==> src/rtl/pixel_writer.sv <==
// Pixel-coordinate consumer: clips off-screen pixels, converts X/Y to linear
// bitmap addresses and queues single-pixel write requests to the memory arbiter.
module pixel_writer #(
    parameter int FIFO_DEPTH = 4,
    parameter int ADDR_BITS  = 20,
    parameter int COLOR_BITS = 8
) (
    input  logic                  clk,
    input  logic                  reset,
    input  logic                  pixel_data_rdy,
    input  logic signed [11:0]    X_coord,
    input  logic signed [11:0]    Y_coord,
    input  logic [COLOR_BITS-1:0] color,
    input  logic [ADDR_BITS-1:0]  dest_base,
    input  logic [11:0]           dest_width,
    input  logic [11:0]           dest_height,
    output logic                  draw_busy,
    output logic                  wr_req,
    output logic [ADDR_BITS-1:0]  wr_addr,
    output logic [COLOR_BITS-1:0] wr_data,
    input  logic                  wr_ack,
    output logic                  idle,
    output logic [15:0]           clip_count
);

    localparam int PTR_BITS = (FIFO_DEPTH > 1) ? $clog2(FIFO_DEPTH) : 1;
    localparam int CNT_BITS = PTR_BITS + 1;
    localparam int OCC_BITS = PTR_BITS + 2;

    logic                  s1_valid;
    logic [11:0]           s1_x;
    logic [11:0]           s1_y;
    logic [11:0]           s1_width;
    logic [ADDR_BITS-1:0]  s1_base;
    logic [COLOR_BITS-1:0] s1_color;

    logic                  s2_valid;
    logic [ADDR_BITS-1:0]  s2_addr;
    logic [COLOR_BITS-1:0] s2_color;

    logic [ADDR_BITS-1:0]  fifo_addr [FIFO_DEPTH];
    logic [COLOR_BITS-1:0] fifo_data [FIFO_DEPTH];
    logic [PTR_BITS-1:0]   wr_ptr;
    logic [PTR_BITS-1:0]   rd_ptr;
    logic [CNT_BITS-1:0]   count;

    logic                  accept;
    logic                  on_screen;
    logic                  push;
    logic                  pop;
    logic [OCC_BITS-1:0]   occupancy;
    logic [ADDR_BITS-1:0]  addr_next;

    // Everything in flight counts, so a stall raised now leaves room for the
    // pixels already in the clip and address stages.
    assign occupancy = OCC_BITS'(count) + OCC_BITS'(s1_valid) + OCC_BITS'(s2_valid);
    assign draw_busy = reset | (occupancy >= OCC_BITS'(FIFO_DEPTH));
    assign accept    = pixel_data_rdy & ~draw_busy;
    assign idle      = (occupancy == '0);

    assign on_screen = ~X_coord[11] & ~Y_coord[11]
                     & ($unsigned(X_coord) < dest_width)
                     & ($unsigned(Y_coord) < dest_height);

    // Arithmetic at ADDR_BITS width is the required modulo-2^ADDR_BITS wrap.
    assign addr_next = s1_base
                     + (ADDR_BITS'(s1_y) * ADDR_BITS'(s1_width))
                     + ADDR_BITS'(s1_x);

    assign push = s2_valid;
    assign pop  = wr_req & wr_ack;

    always_ff @(posedge clk or posedge reset) begin
        if (reset) begin
            s1_valid   <= 1'b0;
            s1_x       <= '0;
            s1_y       <= '0;
            s1_width   <= '0;
            s1_base    <= '0;
            s1_color   <= '0;
            s2_valid   <= 1'b0;
            s2_addr    <= '0;
            s2_color   <= '0;
            clip_count <= '0;
        end else begin
            s1_valid <= accept & on_screen;
            if (accept) begin
                s1_x     <= $unsigned(X_coord);
                s1_y     <= $unsigned(Y_coord);
                s1_width <= dest_width;
                s1_base  <= dest_base;
                s1_color <= color;
            end
            if (accept && !on_screen && clip_count != 16'hFFFF) begin
                clip_count <= clip_count + 16'd1;
            end
            s2_valid <= s1_valid;
            if (s1_valid) begin
                s2_addr  <= addr_next;
                s2_color <= s1_color;
            end
        end
    end

    always_ff @(posedge clk or posedge reset) begin
        if (reset) begin
            wr_ptr <= '0;
            rd_ptr <= '0;
            count  <= '0;
        end else begin
            if (push) begin
                wr_ptr <= wr_ptr + PTR_BITS'(1);
            end
            if (pop) begin
                rd_ptr <= rd_ptr + PTR_BITS'(1);
            end
            count <= count + CNT_BITS'(push) - CNT_BITS'(pop);
        end
    end

    // Storage is not reset; the outputs are gated by wr_req instead.
    always_ff @(posedge clk) begin
        if (push) begin
            fifo_addr[wr_ptr] <= s2_addr;
            fifo_data[wr_ptr] <= s2_color;
        end
    end

    assign wr_req  = (count != '0);
    assign wr_addr = wr_req ? fifo_addr[rd_ptr] : '0;
    assign wr_data = wr_req ? fifo_data[rd_ptr] : '0;

endmodule

==> config.mk <==
export PLATFORM = sky130hd
export DESIGN_NAME = pixel_writer
export DESIGN_NICKNAME = d
export VERILOG_FILES = /design/src/rtl/pixel_writer.sv
export SDC_FILE = /design/constraint.sdc
export NUM_CORES = 1
export LEC_CHECK = 0
export BUFFER_PORTS_ARGS = -buffer_cell sky130_fd_sc_hd__buf_2
export CORE_ASPECT_RATIO = 1.4
export CORE_UTILIZATION = 45
export DETAILED_ROUTE_END_ITERATION = 8
export PLACE_DENSITY = 0.65
export SYNTH_ARGS = -nofsm -noshare
export SYNTH_HDL_FRONTEND = slang
export SYNTH_SLANG_ARGS = --single-unit
export TNS_END_PERCENT = 1
==> constraint.sdc <==
create_clock -name clk -period 5.4 [get_ports clk]
set_clock_uncertainty 0.2 [all_clocks]
set_input_delay 0.27 -clock clk [delete_from_list [all_inputs] [get_ports clk]]
set_output_delay 0.27 -clock clk [all_outputs]
set_load 0.02 [all_outputs]
# == Word level (Yosys, flattened, before mapping) ==
# Memories as Yosys holds them, arrays and structs flattened.
# Index checks and enable logic that the tools add are counted.
# totals
ramBits,112
word_cells,48
ff_bits,117
inputBits,80
memories,2
out_inout_bits,47
# op_classes
reduce_logical,5
n_eq_ne,1
n_lt_le_gt_ge,3
multipliers,1
add_sub_neg,9
bitwise_logic,10
muxes,4
# mem_list
memory,depth,width,read_ports,rd_ports_with_merged_regs,wr,line_no,text
fifo_addr,4,20,1,0,1,41,logic [ADDR_BITS-1:0] fifo_addr [FIFO_DEPTH];
fifo_data,4,8,1,0,1,42,logic [COLOR_BITS-1:0] fifo_data [FIFO_DEPTH];
# ops
op,count
< comparator 12 bit,2
adder 20 x 12 -> 20 bit,1
adder 20 bit,1
multiplier 12 x 12 -> 20 bit,1
two-way mux 20 bit,1
"adder 16 x 1 -> 16 bit, second input constant",1
"!= test 16 bit, second input constant",1
two-way mux 8 bit,1
AND 1 bit,6
"adder 2 x 1 -> 2 bit, second input constant",2
adder 3 x 1 -> 4 bit,1
adder 4 x 1 -> 4 bit,1
"greater-or-equal comparator 4 x 3 -> 1 bit, second input constant",1
zero test 4 bit,1
adder 3 x 1 -> 3 bit,1
inverter 1 bit,3
nonzero test 3 bit,1
subtractor 3 x 1 -> 3 bit,1
logical AND 1 bit,2
two-way mux 1 bit,2
zero test 1 bit,1
OR 1 bit,1

# == Depth between registers and ports, before layout ==
# Gate-level depths: netlist of run 1.
# depth
word_depth,8
depth_mapped,22

# == Least setup slack after synthesis of run 1 ==
# Ideal clock, no wire load.
# synth_path
path_kind,flip-flop to flip-flop
from,register s1_width[5]
to,register s2_addr[17]
t_required_ns,5.075
setup_ns,0.125
stages_incl_launch_ff,20
setup_slack_ns,-0.527
t_arrival_ns,5.602
path_cell_list,dfrtp_1 clkbuf_1 nand2_1 fa_1 fa_1 fa_1 inv_1 fa_1 fa_1 inv_1 fa_1 inv_1 ha_1 a21o_1 a211o_1 a21o_1 or3_1 a21oi_1 xnor2_1 mux2_2
# synth_between
elab_chain_len,3
# synth_lines
element,line_no,text
"start, declared",33,logic [11:0] s1_width;
"start signal, assigned",90,s1_width <= dest_width;
multiplier 12 x 12 -> 20 bit,67,+ (ADDR_BITS'(s1_y) * ADDR_BITS'(s1_width))
adder 20 bit,67,
adder 20 x 12 -> 20 bit,68,+ ADDR_BITS'(s1_x);
"end signal, assigned",99,s2_addr <= addr_next;
"end, declared",38,logic [ADDR_BITS-1:0] s2_addr;
# No other way between the ends.
# A chain may end at the register's enable or synchronous reset.

# == Final worst setup path of run 1 ==
# layout_path
from,register s1_y[8]
to,register s2_addr[17]
# layout_between
elab_chain_len,3
# layout_lines
element,line_no,text
"start, declared",32,logic [11:0] s1_y;
"start signal, assigned",89,s1_y <= $unsigned(Y_coord);
multiplier 12 x 12 -> 20 bit,67,
adder 20 bit,67,
adder 20 x 12 -> 20 bit,68,
# No other way between the ends.

==> results of run 1 <==
==> worst paths after layout <==
kind	start	end	cells after the start
worst max-delay path	s1_y[8]$_DFFE_PP0P_	s2_addr[17]$_DFFE_PP0P_	19
worst min-delay path	reset	s2_color[0]$_DFFE_PP0P_	3
worst max register to register	s1_y[8]$_DFFE_PP0P_	s2_addr[17]$_DFFE_PP0P_	19
worst min register to register	clip_count[11]$_DFFE_PP0P_	clip_count[11]$_DFFE_PP0P_	1
max in group asynchronous	reset	s1_y[6]$_DFFE_PP0P_	4
min in group clk	clip_count[11]$_DFFE_PP0P_	clip_count[11]$_DFFE_PP0P_	1
==> per-layer routing <==
metal | global-route usage | up-vias | share of wire
met5 | 0 | - | 0
met4 | 0.0603 | 0 | 0.025
met2 | 0.365 | 159 | 0.54
met1 | 0.215 | 4530 | 0.40
li1 | - | 4312 | -
met3 | 0.0232 | 56 | 0.031
==> kinds of logic (layout without fill, tap and decap cells) <==
logic type	Yosys count	after routing	synth area share
AND/OR/NAND/NOR	246	246	0.0855
flip-flops	229	229	0.435
buffers and inverters	226	492	0.0590
adder cells (fa/ha/maj)	215	215	0.250
multiplexers	103	103	0.102
AO/OA/AOI/OAI	86	86	0.0402
XOR/XNOR	46	46	0.0279
==> per-stage QoR <==
stage / instances / utilization / hold slack (ns)
detailed placement: 1698 / 0.507 / 0.255
finish: 1812 / 0.555 / 0.233
CTS: 1812 / 0.555 / 0.242
global placement: 1698 / 0.507 / 0.243
global route: 1812 / 0.555 / 0.294
floorplan: 1151 / - / 0.209
==> worst max-delay path: stages, from the launching register on <==
cell	delay [ns]
dfrtp_1	0.43
and2_4	0.18
fa_1	0.52
inv_1	0.05
fa_1	0.49
inv_1	0.05
fa_1	0.49
fa_1	0.43
fa_1	0.49
inv_1	0.05
fa_1	0.49
inv_2	0.04
ha_4	0.20
a21o_1	0.18
a211o_1	0.29
a21o_1	0.18
or3_4	0.35
a21oi_2	0.14
xnor2_1	0.07
mux2_2	0.25
==> sequential cells by signal (all words and copies together), names as in the netlist <==
register / cells
clip_count: 16
s1_base: 20
wr_ptr: 2
s1_color: 8
rd_ptr: 2
s1_valid: 1
s1_y: 12
fifo_addr: 80
push: 1
count: 3
fifo_data: 32
s2_addr: 20
s1_width: 12
s2_color: 8
s1_x: 12
==> timing repair <==
action,4_1_cts,5_1_grt
setup endpoints to repair,9,12
hold buffers,66,0
pin swaps,31,11
resized for setup,26,4
buffers inserted,6,0
endpoints found under the hold margin,121,0
==> cell usage in the layout, fill, tap and decap left out, types with 5 or more instances in the layout <==
master | synthesis | routed
inv_1 | 178 | 174
buf_2 | 4 | 126
fa_1 | 124 | 123
edfxtp_1 | 112 | 112
dfrtp_1 | 117 | 107
nand2_1 | 106 | 105
ha_1 | 91 | 87
and2_1 | 88 | 81
buf_4 | 0 | 78
mux2_2 | 75 | 74
dlygate4sd3_1 | 0 | 66
xnor2_1 | 34 | 34
mux4_2 | 28 | 28
o21ai_0 | 25 | 23
clkbuf_16 | 0 | 23
nand3_1 | 13 | 13
a21oi_1 | 16 | 13
xor2_1 | 12 | 12
nor2_1 | 12 | 12
dfrtp_2 | 0 | 10
nand4_1 | 9 | 9
a21o_1 | 8 | 8
and2_4 | 0 | 5
o211ai_1 | 5 | 5
a211oi_1 | 6 | 5
and3_1 | 5 | 5
clkbuf_1 | 41 | 5
clkinv_4 | 0 | 5
==> layout make-up <==
class | count | area [um^2]
inverters | 178 | 671
multi-input cells | 696 | 7450
clock inverters | 14 | 120
flip-flops and latches | 229 | 6300
clock buffers | 28 | 594
well taps | 395 | 494
repair buffers | 272 | 1900
fillers | 2678 | 14100
==> results_dict.tcl, run 1 <==
set metrics [dict create \
    yosysUniqueCellTypes 47 \
    place_ws_ns -0.422 \
    synth_edf_count 112 \
    hold_viol 0 \
    htreeDepth 1 \
    clk_latency_ns 0.52 \
    violations "setup timing" \
    rsz0062_at_grt "yes" \
    core_area_um2 31600 \
    num_antenna_cells 0 \
    nets 1695 \
    synth_flop_cell "dfrtp_1" \
    clock-sinks 229 \
    synthDominantCellAreaShare 0.233 \
    start_kind "register" \
    routed_wl_um 29300 \
    die_area_um2 32900 \
    synthCells 1151 \
    worstMarginPinSlew_ns 0.807 \
    synth.avg_cell_area_um2 12.6 \
    grt.overflow.total 0 \
    start_util 0.458 \
    final-setup-viol-count 8 \
    cts_root_buffer "clkbuf_16" \
    gp_congestion 0.866 \
    die_x_um 154 \
    drv_slew 0 \
    path_clk_slew_ns 0.06 \
    r2r_slack_ns -0.28 \
    final.setup.tns_ns -1.61 \
    grt_max_degree 62 \
    cts_tree "built" \
    wl_per_cell_um 16.2 \
    status "finished with violations" \
    critPathCaptureType "register" \
    setup_ws_ns -0.275 \
    antenna_found_initial 0 \
    final_layout_size_suffix_gt1_frac 0.275 \
    route.vias.total 9057 \
    ys.warnings.count 0 \
    fin_crit_ns 5.68 \
    hpwl_um 22200 \
    syn_nets 1446 \
    die_y_um 214 \
    via_per_inst 5.00 \
    pin_count 127 \
    crit_arrival_ns 5.88 \
    area_growth_syn_to_layout_pct 21.2 \
    cap_viol_max_count 0 \
    ys_top_cells_by_area "edfxtp_1, dfrtp_1, fa_1" \
    first_iter_violations 239 \
    path_class "register to register" \
    cp.required_ns 5.61 \
    seq_area_frac_synth 0.435 \
    numCtsBuffers 23 \
    relSlewSlack 0.462 \
    dr.pass1.iters 4 \
    fin_area_um2 17500 \
    globalRouteTotalUtil 0.190 \
    grt_pass1_wl_um 49900 \
    finalCritPeriodShare 1.05 \
    timing.fmax_ghz 0.176 \
    netlist_top_cells_count "inv_1, fa_1, dfrtp_1" \
    placed_area_um2 16000 \
    drc 0 \
    synthesis.area_um2 14500 \
    yosysTopAreaCell "edfxtp_1" \
    rows 77 \
    clock_path_buffers 3 \
    grt_pass1_vias 10210 \
    crit_fanout 4 \
    ys_seq_elements 229 \
    ant_nets 0 \
    synth_most_common_cell "inv_1" \
    async_flop_share 0.511 \
    hold_path.class "primary input to async pin" \
    io_buffers 126 \
]
Power of run 1 is left out: the tool's default activity adds up to more than one toggle a clock period on the data nets, which glitch-free logic cannot reach.
==> inputs of run 2 (changes only) <==
--- a/config.mk
+++ b/config.mk
@@ -7,9 +7,9 @@
 export LEC_CHECK = 0
 export BUFFER_PORTS_ARGS = -buffer_cell sky130_fd_sc_hd__buf_2
 export CORE_ASPECT_RATIO = 1.4
-export CORE_UTILIZATION = 45
+export CORE_UTILIZATION = 55
 export DETAILED_ROUTE_END_ITERATION = 8
-export PLACE_DENSITY = 0.65
+export PLACE_DENSITY = 0.77
 export SYNTH_ARGS = -nofsm -noshare
 export SYNTH_HDL_FRONTEND = slang
 export SYNTH_SLANG_ARGS = --single-unit
==> run 2 against run 1 <==
Against the previous run: largest cell class unchanged; clock-buffer cell count shrank 1; cell count shrank 4.1%; the run ends with DRC, setup timing left; global-route usage grew 4.3 points; via count grew 0.36%; worst hold slack lost 0.0046 ns; utilization grew 13 points; setup slack lost 0.061 ns; critical path depth is the same.
==> results_dict.tcl, run 2 (same netlist as run 1, synthesis figures left out) <==
set metrics [dict create \
    numCtsBuffers 22 \
    fin_crit_ns 5.74 \
    first_iter_violations 347 \
    violations "DRC, setup timing" \
    area_growth_syn_to_layout_pct 21.1 \
    hpwl_um 21600 \
    rows 69 \
    clk_latency_ns 0.52 \
    htreeDepth 1 \
    die_y_um 194 \
    final_common_cell "inv_1" \
    via_per_inst 5.23 \
    largest_reg_flops 80 \
    crit_fanout 5 \
    pin_count 127 \
    regArea_um2 6300 \
    cts_root_buffer "clkbuf_16" \
    num_antenna_cells 0 \
    drc 3 \
    ant_nets 0 \
    path_class "register to register" \
    clock_path_buffers 3 \
    cap_viol_max_count 0 \
    die_area_um2 27000 \
    timing.fmax_ghz 0.174 \
    start_kind "register" \
    crit_arrival_ns 5.93 \
    dr.pass1.iters 9 \
    final_layout_size_suffix_gt1_frac 0.272 \
    grt_pass1_vias 9950 \
    hold_viol 0 \
    clock-sinks 229 \
    finalCritPeriodShare 1.06 \
    top_register "fifo_addr" \
    route.vias.total 9090 \
    cts_tree "built" \
    gp_congestion 0.907 \
    cp.required_ns 5.60 \
    worstMarginPinSlew_ns 1.00 \
    mostFrequentLayoutCells "inv_1, buf_2, fa_1" \
    grt.overflow.total 0 \
    start_util 0.564 \
    drv_slew 0 \
    fill_cells 1863 \
    status "finished with violations" \
    antenna_found_initial 0 \
    core_area_um2 25600 \
    critPathCaptureType "register" \
    grt_max_degree 65 \
    nets 1697 \
    utilization 0.683 \
    die_x_um 139 \
    reg.largest.list "fifo_addr (80), fifo_data (32)" \
    grt_pass1_wl_um 49300 \
    relSlewSlack 0.330 \
    multi_input_area_um2 7480 \
    io_buffers 126 \
    path_clk_slew_ns 0.06 \
    hold_path.class "primary input to async pin" \
    wl_per_cell_um 16.9 \
    setup_ws_ns -0.336 \
    final-setup-viol-count 10 \
    globalRouteTotalUtil 0.233 \
    routed_wl_um 29400 \
    rsz0062_at_grt "yes" \
]
-- run 2: cell count changes in the layout (fill, tap and decap cells not counted), sizes merged --
cell,delta
clkinv,-3
clkinvlp,-1
bufinv,+2
buf,+3
clkbuf,-1
inv,+1
-- run 2: path summary, 6_finish.rpt --
check                      cells past startpoint                 startpoint                        end  slack [ns]
max                                           19        s1_y[5]$_DFFE_PP0P_    s2_addr[17]$_DFFE_PP0P_       -0.34
min                                            3                      reset         count[2]$_DFF_PP0_        0.23
max reg2reg                                   19        s1_y[5]$_DFFE_PP0P_    s2_addr[17]$_DFFE_PP0P_       -0.34
min reg2reg                                    1  clip_count[6]$_DFFE_PP0P_  clip_count[6]$_DFFE_PP0P_        0.29
max in group asynchronous                      4                      reset    s1_width[3]$_DFFE_PP0P_        3.48
min in group clk                               1  clip_count[6]$_DFFE_PP0P_  clip_count[6]$_DFFE_PP0P_        0.29
-- run 2: cell type report --
class / count / share of cell area
Timing Repair Buffer: 275 / 0.110
Sequential cell: 229 / 0.360
Clock buffer: 27 / 0.0331
Clock inverter: 13 / 0.00922
Multi-Input combinational cell: 696 / 0.427
Inverter: 178 / 0.0383
Tap cell: 319 / 0.0228
-- run 2: repair_timing --
action                     in CTS  in global routing
hold buffers                   66                  0
setup endpoints to repair      10                 11
pin swaps                      29                  4
buffers inserted                8                  0
hold endpoints to repair      121                  0
gates resized for setup        25                  4
-- run 2: per-stage QoR --
| step | setup WS, ns | TNS [ns] | hold slack [ns] | instances | cell area [um^2] |
|---|---|---|---|---|---|
| after global routing | -0.521 | -3.74 | 0.317 | 1737 | 17500 |
| after global placement | -0.340 | -1.87 | 0.245 | 1623 | 15900 |
| after CTS | -0.340 | -1.97 | 0.259 | 1737 | 17500 |
| after detailed placement | -0.447 | -2.78 | 0.247 | 1623 | 15900 |
| after floorplan | -0.275 | -1.01 | 0.209 | 1151 | 14600 |
| final | -0.336 | -1.85 | 0.229 | 1737 | 17500 |
-- run 2: worst max-delay path, cell delays in order (launching register included) --
cell	delay, ns
dfrtp_1	0.43
and2_4	0.18
fa_1	0.52
inv_1	0.05
fa_1	0.49
inv_1	0.05
fa_1	0.49
inv_1	0.05
fa_1	0.48
inv_1	0.05
fa_1	0.50
fa_1	0.46
ha_4	0.19
nor4_2	0.30
o21ai_2	0.12
a21o_1	0.22
or3_4	0.35
a21oi_2	0.14
xnor2_1	0.07
mux2_2	0.25
-- run 2: layer usage --
| metal | GRT usage | vias up | wire length [um] |
|---|---|---|---|
| li1 | - | 4315 | - |
| met1 | 0.266 | 4534 | 11400 |
| met2 | 0.446 | 183 | 16200 |
| met3 | 0.0222 | 58 | 832 |
| met4 | 0.0856 | 0 | 998 |
| met5 | 0 | - | 0 |
Power of run 2 is left out for the same reason.
==> inputs of run 3 (changes only) <==
--- a/config.mk
+++ b/config.mk
@@ -10,6 +10,7 @@
 export CORE_UTILIZATION = 55
 export DETAILED_ROUTE_END_ITERATION = 8
 export PLACE_DENSITY = 0.77
+export SLEW_MARGIN = 20
 export SYNTH_ARGS = -nofsm -noshare
 export SYNTH_HDL_FRONTEND = slang
 export SYNTH_SLANG_ARGS = --single-unit
==> constraint.sdc (replaced) <==
create_clock -name clk -period 5.4 [get_ports clk]
set_clock_uncertainty 0.2 [all_clocks]
set_input_delay 1.08 -clock clk [delete_from_list [all_inputs] [get_ports clk]]
set_output_delay 1.08 -clock clk [all_outputs]
set_load 0.02 [all_outputs]
==> run 3 against run 2 <==
Against the previous run: the run still ends with DRC, setup timing left; wire length is 2.4% lower; cell count is 3.9% lower; clock-buffer cell count is 3 lower; non-clock buffer count is 67 lower; flip-flop and latch count stayed put; critical path depth is 2 lower; critical endpoint unchanged.
==> results_dict.tcl, run 3 (same netlist as run 1, synthesis figures left out) <==
set metrics [dict create \
    routed_wl_um 28700 \
    start_util 0.564 \
    grt_pass1_vias 9889 \
    hpwl_um 21700 \
    clock-sinks 229 \
    grt_max_degree 62 \
    multi_input_area_um2 7480 \
    worstMarginPinSlew_ns 0.797 \
    drc 7 \
    path_class "register to register" \
    grt.overflow.total 0 \
    dr.pass1.iters 9 \
    die_area_um2 27000 \
    wl_per_cell_um 17.2 \
    hold_viol 0 \
    ant_nets 0 \
    core_area_um2 25600 \
    antenna_found_initial 0 \
    rows 69 \
    io_buffers 126 \
    rsz0062_at_grt "yes" \
    final-setup-viol-count 9 \
    final_layout_size_suffix_gt1_frac 0.289 \
    largest_reg_flops 80 \
    cts_hold_buf 0 \
    cp.required_ns 5.60 \
    crit_fanout 4 \
    die_y_um 194 \
    finalCritPeriodShare 1.07 \
    nets 1630 \
    clk_latency_ns 0.51 \
    violations "DRC, setup timing" \
    cts_root_buffer "clkbuf_16" \
    htreeDepth 1 \
    grt_pass1_wl_um 48100 \
    hold_path.class "register to register" \
    gp_congestion 0.907 \
    die_x_um 139 \
    mostFrequentLayoutCells "inv_1, buf_2, fa_1" \
    fin_crit_ns 5.80 \
    critPathCaptureType "register" \
    reg.largest.list "fifo_addr (80), fifo_data (32)" \
    final_common_cell "inv_1" \
    start_kind "register" \
    fill_cells 1897 \
    pin_count 127 \
    status "finished with violations" \
    path_clk_slew_ns 0.07 \
    fin_hold_ws_ns 0.292 \
    cts_tree "built" \
    area_growth_syn_to_layout_pct 16.7 \
    setup_ws_ns -0.395 \
    crit_arrival_ns 5.99 \
    top_register "fifo_addr" \
    regArea_um2 6300 \
    relSlewSlack 0.469 \
    first_iter_violations 368 \
    cap_viol_max_count 0 \
    timing.fmax_ghz 0.173 \
    via_per_inst 5.32 \
    drv_slew 0 \
    clock_path_buffers 3 \
    globalRouteTotalUtil 0.226 \
    route.vias.total 8892 \
    numCtsBuffers 22 \
    num_antenna_cells 0 \
]
## run 3: cell type report
| cell class | instances | share of cell area |
|---|---|---|
| Multi-Input combinational cell | 696 | 0.443 |
| Sequential cell | 229 | 0.373 |
| Timing Repair Buffer | 208 | 0.0743 |
| Inverter | 178 | 0.0397 |
| Clock buffer | 24 | 0.0343 |
| Tap cell | 319 | 0.0237 |
| Clock inverter | 16 | 0.0113 |
## run 3: worst paths after layout
check                      cells past startpoint  slack [ns]                  startpoint                         end
max                                           17       -0.40         s1_y[7]$_DFFE_PP0P_     s2_addr[17]$_DFFE_PP0P_
min                                            1        0.29  clip_count[14]$_DFFE_PP0P_  clip_count[14]$_DFFE_PP0P_
max reg2reg                                   17       -0.40         s1_y[7]$_DFFE_PP0P_     s2_addr[17]$_DFFE_PP0P_
min reg2reg                                    1        0.29  clip_count[14]$_DFFE_PP0P_  clip_count[14]$_DFFE_PP0P_
max in group asynchronous                      4        3.07                       reset     s1_width[1]$_DFFE_PP0P_
min in group asynchronous                      3        0.60                       reset     s1_color[1]$_DFFE_PP0P_
## run 3: layer usage
metal	share of wire	vias to the layer above	GRT usage
li1	-	4177	-
met1	0.39	4501	0.260
met2	0.55	157	0.436
met3	0.031	57	0.0232
met4	0.027	0	0.0716
met5	0	-	0
## run 3: worst max-delay path, stage by stage (launching register included)
cell and delay (ns):
dfrtp_1 0.42, and2_1 0.19, fa_1 0.53, inv_1 0.05
fa_1 0.49, inv_1 0.05, fa_1 0.51, fa_1 0.44
fa_1 0.58, fa_1 0.48, ha_4 0.21, a21o_1 0.20
a211o_1 0.31, a21o_1 0.20, or3_4 0.35, a21oi_2 0.15
xnor2_1 0.07, mux2_2 0.25
## run 3: what timing repair did
action / CTS / global route
gates cloned: 0 / 0
endpoints found under the hold margin: 0 / 0
buffers inserted: 5 / 1
setup endpoints to repair: 10 / 12
pin swaps: 9 / 18
resized for setup: 12 / 19
## run 3: per-stage QoR
step / cell area (um^2) / util / setup slack, ns / setup TNS (ns) / std cells
2_1_floorplan: 14600 / - / -0.275 / -1.96 / 1151
3_3_place_gp: 15900 / 0.622 / -0.338 / -1.87 / 1624
3_5_place_dp: 15900 / 0.622 / -0.420 / -2.61 / 1624
4_1_cts: 16800 / 0.655 / -0.355 / -2.16 / 1669
5_1_grt: 16900 / 0.658 / -0.555 / -4.29 / 1670
6_report: 16900 / 0.658 / -0.395 / -2.38 / 1670
Power of run 3 is left out for the same reason.
